==> config.mk <==
export PLATFORM = sky130hd
export DESIGN_NAME = ssp_rx_shifter
export DESIGN_NICKNAME = d
export VERILOG_FILES = /design/src/rtl/ssp_rx_shifter.sv
export SDC_FILE = /design/constraint.sdc
export NUM_CORES = 1
export LEC_CHECK = 0
export ABC_AREA = 0
export BUFFER_PORTS_ARGS = -buffer_cell sky130_fd_sc_hd__buf_4
export CAP_MARGIN = 0
export CORE_MARGIN = 2
export CORE_UTILIZATION = 54
export CTS_CLUSTER_SIZE = 24
export DETAILED_ROUTE_END_ITERATION = 8
export GPL_TIMING_DRIVEN = 0
export PLACE_DENSITY = 0.87
export RECOVER_POWER = 25
export SYNTH_ARGS = -nofsm -noshare
export SYNTH_HDL_FRONTEND = slang
export SYNTH_SLANG_ARGS = --single-unit
export TNS_END_PERCENT = 50
==> constraint.sdc <==
create_clock -name i_PCLK -period 2.7 [get_ports i_PCLK]
set_input_delay 0.27 -clock i_PCLK [delete_from_list [all_inputs] [get_ports i_PCLK]]
set_output_delay 0.27 -clock i_PCLK [all_outputs]
set_load 0.005 [all_outputs]
==> src/rtl/ssp_rx_shifter.sv <==
// ssp_rx_shifter: receive front end for TI synchronous serial frames.
// Samples the asynchronous SSP pins on i_PCLK and deserialises each
// DATA_WIDTH-bit frame MSB first. Each finished byte is sent to the receive
// FIFO on o_RXDATA using a level o_REQ handshake.
//
// Handshake: o_REQ is a level request. It rises together with a new
// o_RXDATA value and stays high for exactly REQ_HOLD cycles. It then stays
// low for at least REQ_HOLD cycles. The receiver synchronises o_REQ and
// treats its rising edge as the write strobe. o_RXDATA stays unchanged from
// the o_REQ rise until the next accepted byte. A byte that finishes while the
// high or low phase is still running is dropped and flagged on o_RXOVR.
module ssp_rx_shifter #(
  parameter int DATA_WIDTH = 8,
  parameter int REQ_HOLD   = 4
) (
  input  logic                  i_PCLK,
  input  logic                  i_CLEAR_B,
  input  logic                  i_RXEN,
  input  logic                  i_SSPCLKIN,
  input  logic                  i_SSPFSSIN,
  input  logic                  i_SSPRXD,
  output logic [DATA_WIDTH-1:0] o_RXDATA,
  output logic                  o_REQ,
  output logic                  o_RXOVR,
  output logic                  o_BUSY
);

  localparam int CW = $clog2(DATA_WIDTH);
  localparam int HW = $clog2(2 * REQ_HOLD + 1);

  localparam logic [0:0] ST_IDLE  = 1'b0;
  localparam logic [0:0] ST_SHIFT = 1'b1;

  logic                  sclk_meta, sclk_sync, sclk_dly;
  logic                  fss_meta, fss_sync;
  logic                  rxd_meta, rxd_sync;
  logic [0:0]            state;
  logic [CW-1:0]         bit_cnt;
  logic [DATA_WIDTH-2:0] shift_q;
  logic [HW-1:0]         hs_cnt;

  logic                  sclk_fall;
  logic                  last_bit;
  logic                  byte_done;
  logic                  hs_busy;

  // Two-flop synchronisers on every pin, plus a delayed clock copy for edge detect
  always_ff @(posedge i_PCLK or negedge i_CLEAR_B) begin
    if (!i_CLEAR_B) begin
      sclk_meta <= 1'b0;
      sclk_sync <= 1'b0;
      sclk_dly  <= 1'b0;
      fss_meta  <= 1'b0;
      fss_sync  <= 1'b0;
      rxd_meta  <= 1'b0;
      rxd_sync  <= 1'b0;
    end else begin
      sclk_meta <= i_SSPCLKIN;
      sclk_sync <= sclk_meta;
      sclk_dly  <= sclk_sync;
      fss_meta  <= i_SSPFSSIN;
      fss_sync  <= fss_meta;
      rxd_meta  <= i_SSPRXD;
      rxd_sync  <= rxd_meta;
    end
  end

  assign sclk_fall = ~sclk_sync & sclk_dly;
  assign last_bit  = (bit_cnt == CW'(DATA_WIDTH - 1));
  assign byte_done = i_RXEN && sclk_fall && (state == ST_SHIFT) && last_bit;
  assign hs_busy   = (hs_cnt != '0);
  assign o_BUSY    = (state == ST_SHIFT);

  // Frame FSM. FSS on a falling edge marks the next edge as the MSB. A frame
  // that is cut short loses its partial byte. The shifter needs no clearing,
  // because a full frame rewrites every bit before it is used.
  always_ff @(posedge i_PCLK or negedge i_CLEAR_B) begin
    if (!i_CLEAR_B) begin
      state   <= ST_IDLE;
      bit_cnt <= '0;
      shift_q <= '0;
    end else if (!i_RXEN) begin
      state   <= ST_IDLE;
      bit_cnt <= '0;
    end else if (sclk_fall) begin
      case (state)
        ST_IDLE: begin
          if (fss_sync) begin
            state   <= ST_SHIFT;
            bit_cnt <= '0;
          end
        end
        ST_SHIFT: begin
          if (last_bit) begin
            bit_cnt <= '0;
            state   <= fss_sync ? ST_SHIFT : ST_IDLE;
          end else if (fss_sync) begin
            bit_cnt <= '0;
          end else begin
            shift_q <= {shift_q[DATA_WIDTH-3:0], rxd_sync};
            bit_cnt <= bit_cnt + CW'(1);
          end
        end
        default: begin
          state   <= ST_IDLE;
          bit_cnt <= '0;
        end
      endcase
    end
  end

  // Handshake sequencer. hs_cnt counts down across the high phase and then
  // the low guard phase. o_REQ stays high while more than REQ_HOLD counts remain.
  always_ff @(posedge i_PCLK or negedge i_CLEAR_B) begin
    if (!i_CLEAR_B) begin
      o_RXDATA <= '0;
      o_REQ    <= 1'b0;
      o_RXOVR  <= 1'b0;
      hs_cnt   <= '0;
    end else begin
      o_RXOVR <= byte_done && hs_busy;
      if (byte_done && !hs_busy) begin
        o_RXDATA <= {shift_q, rxd_sync};
        o_REQ    <= 1'b1;
        hs_cnt   <= HW'(2 * REQ_HOLD - 1);
      end else if (hs_busy) begin
        hs_cnt <= hs_cnt - HW'(1);
        o_REQ  <= (hs_cnt > HW'(REQ_HOLD));
      end else begin
        o_REQ <= 1'b0;
      end
    end
  end

endmodule

* After elaboration in Yosys (flattened, before gate mapping)
Index checks and enable logic that the tools add are counted.
** Cells by class
- Reduce and logical (&&, ||, !) cells :: 10
- Bitwise logic cells :: 5
- Order comparisons :: 1
- Add/sub/neg operators :: 2
- Multiplexer cells :: 15
- Equal/unequal tests :: 3
** Operators with widths (count)
- $mux 3 :: 5
- $mux 4 :: 2
- $mux 1 :: 6
- $pmux 3 s2 :: 1
- $logic_and 1x1->1 :: 5
- $reduce_and 5->1 :: 1
- $gt 4x3->1 const B :: 1
- $not 1->1 :: 4
- $reduce_bool 4->1 :: 1
- $sub 4x1->4 const B :: 1
- $add 3x1->3 const B :: 1
- $eq 3x3->1 const B :: 1
- $ne 3x3->1 const B :: 1
- $ne 2x1->1 const B :: 1
- $pmux 1 s2 :: 1
- $reduce_and 2->1 :: 1
- $reduce_bool 2->1 :: 1
- $and 1x1->1 :: 1
- $logic_not 1->1 :: 1
** Word-level totals
- Register bits :: 32
- Logic and storage cells :: 50
- Output and inout port bits :: 11
- Bits of input ports :: 6

* Depth between registers and ports, before layout
Gate-level depths: netlist of run 1.
- Depth in word-level cells :: 7
- Gate-level depth with buffers :: 6

* Worst setup path before layout of run 1
Ideal clock, no wire load.
- Kind :: register to register
- Start point :: reg hs_cnt[0]
- End point :: reg o_RXDATA[0]
- Data required time :: 2.575 ns
- Cell stages (with the launch flop) :: 7
- Setup slack :: 0.783 ns
- Setup time :: 0.125 ns
- Path buffers :: 1
- Arrival time :: 1.792 ns
- Path through :: dfrtp_1 > inv_1 > ha_1 > or3b_1 > buf_6 > nor3_4 > mux2_2
** Between the ends
- Cells in the longest elaborated chain, start to end :: 3
** RTL lines
- start, declared :: line 40 : logic [HW-1:0] hs_cnt;
- start signal, assigned :: line 125 : hs_cnt <= HW'(2 * REQ_HOLD - 1);
- start signal, assigned :: line 127 : hs_cnt <= hs_cnt - HW'(1);
- $reduce_bool 4->1 :: line 71 : assign hs_busy = (hs_cnt != '0);
- $logic_not 1->1 :: line 122 : if (byte_done && !hs_busy) begin
- $logic_and 1x1->1 :: line 122
- end signal, assigned :: line 123 : o_RXDATA <= {shift_q, rxd_sync};
- end, declared :: line 22 : output logic [DATA_WIDTH-1:0] o_RXDATA,
No other way between the ends.
A chain may end at the register's enable or synchronous reset.

* Worst setup path after layout of run 1
- Start point :: reg hs_cnt[0]
- End point :: reg o_RXDATA[5]
Same word-level chain as after synthesis.

==> results of run 1 <==
==> stage by stage <==
step                hold WS (ns)  cell area [sq um]  cells  worst slack [ns]
floorplan                -0.0256               1260     85             0.783
global placement           0.217               1410    129             0.638
detailed placement         0.223               1410    129             0.601
CTS                      0.00794               1480    138             0.589
global route              0.0261               1470    138             0.454
finish                    0.0525               1470    138             0.594
==> power by group <==
part           internal (mW)  switching [mW]
registers              0.488         0.00599
logic                 0.0116          0.0151
clock network         0.0997           0.160
==> synthesized netlist by cell type (all sizes together), types with 2 or more instances <==
library cell  number  share of area
dfrtp             32           0.64
mux2              16           0.14
inv                5          0.015
ha                 4          0.040
mux2i              3          0.024
nor2b              3          0.015
a21oi              2         0.0080
buf                2          0.013
nor3               2          0.017
==> metal layers <==
layer  vias up  GRT usage
met3         5     0.0829
li1        344          -
met2        21      0.236
met5         -          0
met1       334      0.184
met4         0      0.132
==> logic make-up (layout without fill, tap and decap cells) <==
group           after synthesis  in the layout
xor+xnor                      1              1
simple gates                 14             14
flops                        32             32
mux                          19             19
compound gates                8              8
buf+inv                       7             32
fa+ha+maj                     4              4
==> sequential cells by signal (all words and copies together) (netlist names) <==
name and flops:
o_RXDATA 8, shift_q 7, hs_cnt 4, bit_cnt 3
fss_meta 1, fss_sync 1, o_BUSY 1, o_REQ 1
o_RXOVR 1, rxd_meta 1, rxd_sync 1, sclk_dly 1
sclk_meta 1, sclk_sync 1
==> worst max-delay path, stage by stage, from the launching register on <==
cell and delay [ns]:
dfrtp_1 0.39, inv_1 0.11, ha_1 0.20, or3b_1 0.37, buf_6 0.14, nor3_4 0.41
mux2_2 0.39
==> final cells by class <==
class	count	area (sq um)	area share
Buffer	2	16.3	0.0110
Multi-Input combinational cell	46	420	0.285
Clock inverter	3	18.8	0.0127
Timing Repair Buffer	17	126	0.0857
Sequential cell	32	801	0.543
Inverter	5	18.8	0.0127
Clock buffer	5	37.5	0.0255
Tap cell	28	35.0	0.0238
==> worst max-delay path by stage <==
stage / startpoint / endpoint / slack, ns / cells past startpoint
after floorplan: hs_cnt[0] / o_RXDATA[0] / 0.78 / 6
after global placement: hs_cnt[0] / o_RXDATA[3] / 0.64 / 6
after CTS: hs_cnt[0] / o_RXDATA[5] / 0.59 / 6
after global routing: hs_cnt[0] / o_RXDATA[7] / 0.45 / 6
final: hs_cnt[0] / o_RXDATA[5] / 0.59 / 6
after detailed placement: hs_cnt[0] / o_RXDATA[0] / 0.60 / 6
==> results.md, run 1 <==
* Reg2reg setup slack at 0.59 ns
* Compound-cell area share of the yosys netlist at 0.0418
* Starting Density at 0.568
* Number of max-slew violations in the final report at 33
* Largest family of logic cells by synthesized area: multiplexers
* CP Class: flip-flop to flip-flop
* Slew margin rel. at -0.0793
* Hold crit path type: input port to flip-flop
* FP Rows at 17
* Hold path cells at 1
* RR Endpoint: o_RXDATA[5]
* Post-DP HPWL at 1250 microns
* Min Clock Period, post-route at 2.11 ns
* Mux share of post-synthesis cell area at 0.167
* DR vias/cell at 5.10
* Total power at 0.780 mW
* Max Cap Violations at 1
* Postcts setup bufs at 0
* Final Core Density at 0.666
* Reg2reg path depth at 6
* Most frequent cells in the layout: 32 x dfrtp_1, 16 x mux2_2, 12 x buf_4
* Clock Sinks at 32
* CTS root buffer: clkbuf_4
* Nets at 119
* Synth Area in Adders at 0.0398
* Leakage at 0.771 nW
* DR WL met3 at 107 microns
* Antenna-violating nets left at 0
* Worst-Margin Slew at 1.62 ns
* Pwr Density at 529 nW/um^2
* Vias in the first global route at 665
* Max VDD drop at 0.318 mV
* Router iterations before antenna repair at 2
* Aggregate global routing overflow at 0
* RePlAce Congestion at 0.797
* Achievable frequency at 475 MHz
* Antenna violations before repair at 0
* Share of layout cells above drive strength 1 at 0.391
* Hold Path Origin: i_SSPRXD
* Synth unique cells at 27
* Global-route usage over all layers at 0.165
* Drt total wl at 1760 microns
* Worst Path Max Fanout at 8
* CTS buffer count at 5
* Critical path arrival at 2.33 ns
* Wire length on met1 at 772 microns
* Finish-stage setup viols at 0
* Ant diodes at 0
* Yosys warns at 0
* DRC at 0
* Reg-to-Reg Start: hs_cnt[0]
* Post-Synth Simple-Gate Area at 0.0787
* Avg Cell Area, Syn at 14.8 sq um
* Total core area at 2210 sq um
* Fill count at 164
* Post-synth ARST share at 1.00
* Maximum number of pins on one net before global-route repair at 33
* Status: finished with violations
* EDFF count, synth at 0
* DRT iter0 DRCs at 1
* Routed WL per cell at 12.7 microns
* Area growth syn-to-layout at 17.3%
* Htree depth at 2
* XOR/XNOR Fraction of Synth Area at 0.00697
* Hold Fails Final Rpt at 0
* CP Data Required Time at 2.92 ns
* Mapped Area at 1260 sq um
* Skew-Pair Late Insertion Delay at 0.34 ns
* Worst Skew at 0.0122 ns
* DR top layer: met4
* Worst Hold Path EP: rxd_meta
* Cts repair resizes at 0
* First-pass GRT wire length at 2950 microns
* Ports at 17
* Via count at 704
* Syn Inst Count at 85
* Commonest non-fill, non-tap cell in the layout: dfrtp_1
* Die height at 52.2 microns
* Die span in x at 52.2 microns
* Register area share after synthesis at 0.637
* RSZ-0062 raised after global routing: no
* Startpoint types: flip-flop
* Part of the cycle the worst path needs at 0.780
* Post-synth top flop: dfrtp_1
* WL met2 at 816 microns
* Max Buffers Root-to-Sink at 2
* Violated checks: capacitance limit, slew limit
* Yosys reg bits at 32
* Worst Setup End Kind: flip-flop
* Setup TNS at 0 ns
* Cts hold-fix bufs at 1
* Clock-pin slew on the worst setup and hold paths at 0.10 ns
* Die area at 2730 sq um
* CTS tree: yes
* I/O Buffers at 16
* Mapped Nets at 95
No activity file was read; power rests on OpenSTA's default activity.
==> run 2: changes to the inputs <==
--- a/config.mk
+++ b/config.mk
@@ -5,11 +5,11 @@
 export SDC_FILE = /design/constraint.sdc
 export NUM_CORES = 1
 export LEC_CHECK = 0
-export ABC_AREA = 0
+export ABC_AREA = 1
 export BUFFER_PORTS_ARGS = -buffer_cell sky130_fd_sc_hd__buf_4
 export CAP_MARGIN = 0
 export CORE_MARGIN = 2
-export CORE_UTILIZATION = 54
+export CORE_UTILIZATION = 55
 export CTS_CLUSTER_SIZE = 24
 export DETAILED_ROUTE_END_ITERATION = 8
 export GPL_TIMING_DRIVEN = 0
==> constraint.sdc (replaced) <==
create_clock -name i_PCLK -period 2.2 [get_ports i_PCLK]
set_input_delay 0.22 -clock i_PCLK [delete_from_list [all_inputs] [get_ports i_PCLK]]
set_output_delay 0.22 -clock i_PCLK [all_outputs]
set_load 0.005 [all_outputs]
==> run 2 against run 1 <==
The run now ends clean. Cell area increased by 7.1%. Critical path type unchanged. Register-to-register slack got worse by 0.06 ns. Sequential share of layout area decreased by 3.6 points. First-iteration DRC count increased to 24 times the previous value. Critical endpoint is now shift_q[2].
==> results.md, run 2 <==
* Status: completed
* Nets at 175
* Crit-path slowest cell: dfrtp_1
* Htree depth at 2
* P_sw at 0.231 mW
* CTS buffer count at 5
* RSZ-0062 raised after global routing: no
* Setup TNS at 0 ns
* Critical Path Start: bit_cnt[0]
* Min Clock Period, post-route at 1.66 ns
* Antenna violations before repair at 0
* Worst Setup End Kind: flip-flop
* Final Core Density at 0.700
* Register area share after synthesis at 0.604
* Non-Filler Instances at 194
* Reg-to-Reg Start: bit_cnt[0]
* Ant diodes at 0
* Postcts setup bufs at 0
* EDFF count, synth at 0
* Hold path cells at 3
* Reg2reg path depth at 7
* Critical path arrival at 1.93 ns
* Achievable frequency at 601 MHz
* CTS tree: yes
* Yosys top cell by area: dfrtp_1
* Aggregate global routing overflow at 0
* Fill count at 183
* Sw Share at 0.231
* Clock Sinks at 32
* Yosys reg bits at 32
* Largest cells by area after synthesis: dfrtp_1 60%, nand2_1 16%, nand3_1 4.9%, ha_1 3.8%, inv_1 3.1%
* Routed WL per cell at 12.4 microns
* Leakage at 0.876 nW
* Sequential Power Share at 0.608
* RePlAce Congestion at 0.771
* Syn Inst Count at 138
* Starting Density at 0.588
* Most frequent cells in the layout: 56 x nand2_1, 32 x dfrtp_1, 13 x nand3_1
* Cts repair resizes at 0
* Mapped Nets at 148
* Slew margin rel. at 0.491
* Clk pwr share at 0.350
* Commonest non-fill, non-tap cell in the layout: nand2_1
* Pre-CTS setup slack at 0.622 ns
* DRT iter0 DRCs at 24
* Reg2reg setup slack at 0.54 ns
* DR vias/cell at 5.07
* Regs by FF count: o_RXDATA (8), shift_q (7), hs_cnt (4)
* Vias in the first global route at 974
* Placed instance area at 1480 sq um
* Int Power at 0.766 mW
* Yosys warns at 0
* Yosys top cell area share at 0.604
* I/O Buffers at 16
* Die span in x at 53.1 microns
* Share of layout cells above drive strength 1 at 0.205
* Router iterations before antenna repair at 4
* Ports at 17
* Most frequent cell after synthesis: nand2_1
* Synth unique cells at 20
* CP Capture Point: shift_q[2]
* RR Endpoint: shift_q[2]
* Worst Skew at 0.00779 ns
* Skew-Pair Late Insertion Delay at 0.33 ns
* Max Buffers Root-to-Sink at 2
* Worst-Margin Slew at 0.763 ns
* Area growth syn-to-layout at 19.2%
* Post-synth ARST share at 1.00
* Total core area at 2250 sq um
* Finish-stage setup viols at 0
* Part of the cycle the worst path needs at 0.757
* CTS root buffer: clkbuf_4
* Cell family with most CP delay: simple AND/OR/NAND/NOR gates
* Max Cap Violations at 0
* Worst path buffer plus inverter count at 1
* Global-route usage over all layers at 0.207
* CP Cell Sequence: ha_1 -> ha_1 -> nor2_1 -> nand3_4 -> clkinv_2 -> nand2_1 -> nand2_1
* CP Class: flip-flop to flip-flop
* FP Rows at 17
* First-pass GRT wire length at 4050 microns
* Hold Slack at 0.195 ns
* Logic pwr share at 0.042
* Antenna-violating nets left at 0
* Die height at 53.1 microns
* Worst setup margin at 0.536 ns
* Post-DP HPWL at 1650 microns
* Avg Cell Area, Syn at 9.60 sq um
* Placed Instances at 182
* Total power at 0.997 mW
* CP Data Required Time at 2.47 ns
* Hold crit path type: input port to flip-flop
* Post-synth top flop: dfrtp_1
* Mapped Area at 1330 sq um
* Max stage delay on crit path at 0.42 ns
* Maximum number of pins on one net before global-route repair at 33
* Worst Path Max Fanout at 9
* Final Cell Area at 1580 sq um
* Startpoint types: flip-flop
* DRC at 0
* Pwr Density at 632 nW/um^2
* Max VDD drop at 0.525 mV
* Biggest register: o_RXDATA
* Leading post-synthesis cells by instance count: 56 x nand2_1, 32 x dfrtp_1, 13 x nand3_1, 11 x inv_1, 5 x nor2_1
* Hold Fails Final Rpt at 0
* CP Depth at 7
* Number of max-slew violations in the final report at 0
* Die area at 2820 sq um
* Drt total wl at 2400 microns
* Via count at 984
* Max reg flops at 8
* Clock-pin slew on the worst setup and hold paths at 0.10 ns
run 2: changes by cell type in the layout (fill, tap and decap cells not counted), sizes merged, moves of 2 or more:
cell	change
nand2	+57
o21ai	+2
mux2i	-3
nor2	+6
nand3	+15
nor2b	-3
mux2	-16
inv	+7
dlygate4sd3	+3
run 2: final cells by class:
class                      count  area, sq um  area share
sequential                    32          801       0.507
clock buffer                   6         51.3      0.0325
tap                           28         35.0      0.0222
timing repair buffer          20          158      0.0998
clock inverter                 2         10.0     0.00634
inverter                      13         50.0      0.0317
buffer                         1         11.3     0.00713
multi-input combinational     92          463       0.293
run 2: kinds of logic (layout without fill, tap and decap cells):
logic type / after synthesis / in the layout / share of synthesized area
XOR/XNOR: 1 / 1 / 0.00661
buffers and inverters: 14 / 42 / 0.0463
adder cells (fa/ha/maj): 4 / 4 / 0.0378
AND/OR/NAND/NOR: 81 / 81 / 0.281
flip-flops: 32 / 32 / 0.604
AO/OA/AOI/OAI: 6 / 6 / 0.0236
run 2: what timing repair did:
item,CTS,global route
endpoints found under the setup margin,0,0
endpoints found under the hold margin,35,0
hold buffers,4,0
run 2: how the worst min path moves through the flow:
stage | from | end
after floorplan | i_CLEAR_B | bit_cnt[0]
after global placement | i_CLEAR_B | bit_cnt[2]
after detailed placement | i_CLEAR_B | o_BUSY
after CTS | i_RXEN | o_BUSY
after global routing | i_RXEN | bit_cnt[2]
final | i_RXEN | o_BUSY
run 2: per-layer routing:
metal / GRT usage / vias to the layer above / wire, microns
met5: 0 / - / 0
met4: 0.0641 / 0 / 30
met1: 0.242 / 474 / 1040
li1: - / 488 / -
met3: 0.0847 / 4 / 98
met2: 0.346 / 18 / 1230
run 2: power by group through the flow:
stage,clock [mW],combinational [mW],sequential (mW)
6_report,0.349,0.0420,0.606
5_1_grt,0.391,0.0469,0.607
4_1_cts,0.361,0.0440,0.606
3_5_place_dp,0,0.0380,0.618
3_3_place_gp,0,0.0355,0.617
2_1_floorplan,0,0.0135,0.616
run 2: tightest hold or removal path: cells and delay by family:
kind	cells	cell delay (ns)
compound gates	1	0.06
buf+inv	1	0.15
simple gates	1	0.07
==> run 3: changes to the inputs <==
--- a/config.mk
+++ b/config.mk
@@ -5,15 +5,15 @@
 export SDC_FILE = /design/constraint.sdc
 export NUM_CORES = 1
 export LEC_CHECK = 0
-export ABC_AREA = 1
+export ABC_AREA = 0
 export BUFFER_PORTS_ARGS = -buffer_cell sky130_fd_sc_hd__buf_4
 export CAP_MARGIN = 0
 export CORE_MARGIN = 2
-export CORE_UTILIZATION = 55
+export CORE_UTILIZATION = 49
 export CTS_CLUSTER_SIZE = 24
 export DETAILED_ROUTE_END_ITERATION = 8
 export GPL_TIMING_DRIVEN = 0
-export PLACE_DENSITY = 0.87
+export PLACE_DENSITY = 0.83
 export RECOVER_POWER = 25
 export SYNTH_ARGS = -nofsm -noshare
 export SYNTH_HDL_FRONTEND = slang
==> constraint.sdc (replaced) <==
create_clock -name i_PCLK -period 1.5 [get_ports i_PCLK]
set_input_delay 0.15 -clock i_PCLK [delete_from_list [all_inputs] [get_ports i_PCLK]]
set_output_delay 0.15 -clock i_PCLK [all_outputs]
set_load 0.005 [all_outputs]
==> run 3 against run 2 <==
The run now ends with setup timing left. Worst setup slack worse by 0.77 ns. Global-route usage down 1.1 points. Utilization down 2.3 points. Die area up 5.9%. Clock power up 55%. Routed wire length down 5.6%. Non-clock buffer count up 8. Clock skew down 0.0040 ns. First-iteration DRC count down 79%. Critical path depth down 1. Largest cell class unchanged.
==> results.md, run 3 (synthesis results as in run 1) <==
* Logic pwr share at 0.039
* Ant diodes at 0
* Drt total wl at 2270 microns
* Min Clock Period, post-route at 1.74 ns
* DRT iter0 DRCs at 5
* Pre-CTS setup slack at -0.511 ns
* Htree depth at 2
* Violated checks: setup timing
* Maximum number of pins on one net before global-route repair at 33
* CP Class: flip-flop to flip-flop
* Fill count at 175
* Clock Sinks at 32
* Worst Setup End Kind: flip-flop
* Achievable frequency at 576 MHz
* Reg2reg path depth at 6
* Area growth syn-to-layout at 32.4%
* Post-DP HPWL at 1350 microns
* Ports at 17
* Max Cap Violations at 0
* Commonest non-fill, non-tap cell in the layout: dfrtp_1
* Router iterations before antenna repair at 3
* Setup TNS at -3.65 ns
* Nets at 129
* Total power at 1.49 mW
* Placed Instances at 131
* Pwr Density at 897 nW/um^2
* Skew-Pair Late Insertion Delay at 0.33 ns
* Max stage delay on crit path at 0.40 ns
* Antenna violations before repair at 0
* Leakage at 0.831 nW
* Vias in the first global route at 804
* Hold path cells at 2
* Status: finished with violations
* Worst-Margin Slew at 0.753 ns
* Via count at 777
* First-pass GRT wire length at 3780 microns
* Worst Path Max Fanout at 8
* Critical path arrival at 1.96 ns
* CP Data Required Time at 1.72 ns
* P_sw at 0.320 mW
* Starting Density at 0.512
* I/O Buffers at 16
* Part of the cycle the worst path needs at 1.16
* Startpoint types: flip-flop
* Non-Filler Instances at 149
* Reg2reg setup slack at -0.24 ns
* Total core area at 2450 sq um
* Regs by FF count: o_RXDATA (8), shift_q (7), hs_cnt (4)
* CTS tree: yes
* Max reg flops at 8
* Cell family with most CP delay: simple AND/OR/NAND/NOR gates
* Most frequent cells in the layout: 32 x dfrtp_1, 20 x buf_4, 8 x mux2_2, 8 x mux2_4, 8 x clkbuf_4
* Worst path buffer plus inverter count at 2
* Die span in x at 54.6 microns
* Worst Skew at 0.00379 ns
* Aggregate global routing overflow at 0
* Hold crit path type: input port to flip-flop
* Hold Path Origin: i_RXEN
* Die height at 54.6 microns
* Finish-stage setup viols at 22
* Slew margin rel. at 0.498
* Die area at 2980 sq um
* Routed WL per cell at 15.2 microns
* Hold Slack at 0.0965 ns
* Global-route usage over all layers at 0.196
* Worst Hold Path EP: o_BUSY
* Clk pwr share at 0.363
* Reg-to-Reg Start: hs_cnt[1]
* Max Buffers Root-to-Sink at 2
* RePlAce Congestion at 0.798
* CP Cell Sequence: inv_2 -> ha_4 -> or3b_4 -> nor3_4 -> buf_12 -> mux2_4
* Sequential Power Share at 0.597
* Hold Fails Final Rpt at 0
* Crit-path slowest cell: or3b_4
* Number of max-slew violations in the final report at 0
* DR vias/cell at 5.21
* Sw Share at 0.214
* FP Rows at 18
* DRC at 0
* Max VDD drop at 0.765 mV
* Worst setup margin at -0.237 ns
* CTS buffer count at 5
* CTS root buffer: clkbuf_4
* RR Endpoint: o_RXDATA[4]
* Int Power at 1.17 mW
* RSZ-0062 raised after global routing: yes
* Biggest register: o_RXDATA
* Antenna-violating nets left at 0
* Clock-pin slew on the worst setup and hold paths at 0.09 ns
* Share of layout cells above drive strength 1 at 0.487
-- run 3: metal layers --
layer  wire length (microns)  vias to the layer above  global-route usage
met3                     119                        7              0.0683
met5                       0                        -                   0
li1                        -                      364                   -
met4                      63                        0               0.125
met1                     942                      387               0.226
met2                    1140                       19               0.308
-- run 3: area by class of cell --
| cell class | instances | area [sq um] | share of cell area |
|---|---|---|---|
| clock buffers | 7 | 65.1 | 0.0391 |
| inverters | 5 | 18.8 | 0.0113 |
| multi-input cells | 46 | 503 | 0.302 |
| flip-flops and latches | 32 | 801 | 0.482 |
| well taps | 30 | 37.5 | 0.0226 |
| repair buffers | 29 | 238 | 0.143 |
-- run 3: power groups by stage --
stage / combinational, mW / sequential (mW) / clock [mW]
floorplan: 0.0181 / 0.904 / 0
global placement: 0.0483 / 0.905 / 0
detailed placement: 0.0505 / 0.907 / 0
CTS: 0.0613 / 0.891 / 0.561
global route: 0.0661 / 0.894 / 0.603
finish: 0.0587 / 0.891 / 0.542
-- run 3: worst max-delay path by stage --
stage               from     endpoint  cells after the start
3_5_place_dp   hs_cnt[0]  o_RXDATA[4]                      6
5_1_grt        hs_cnt[1]  o_RXDATA[4]                      6
2_1_floorplan  hs_cnt[0]  o_RXDATA[0]                      6
6_report       hs_cnt[1]  o_RXDATA[4]                      6
4_1_cts        hs_cnt[1]  o_RXDATA[3]                      7
3_3_place_gp   hs_cnt[0]  o_RXDATA[4]                      6
-- run 3: timing repair --
item | 4_1_cts | 5_1_grt
hold buffers | 4 | 0
pin swaps | 2 | 1
hold endpoints to repair | 35 | 0
buffers inserted | 6 | 3
gates resized for setup | 9 | 1
setup endpoints to repair | 20 | 22
-- run 3: worst reg2reg max path, delay by kind of cell (launching register included) --
| kind | cells | cell delay, ns |
|---|---|---|
| adders and majority gates | 1 | 0.13 |
| buffers and inverters | 2 | 0.25 |
| DFF | 1 | 0.39 |
| muxes | 1 | 0.30 |
| and+or+nand+nor | 2 | 0.56 |
-- run 3: through the flow --
stage               cell area, sq um  utilization
finish                          1660        0.677
global route                    1660        0.677
CTS                             1650        0.673
detailed placement              1460        0.593
global placement                1460        0.593
floorplan                       1300            -
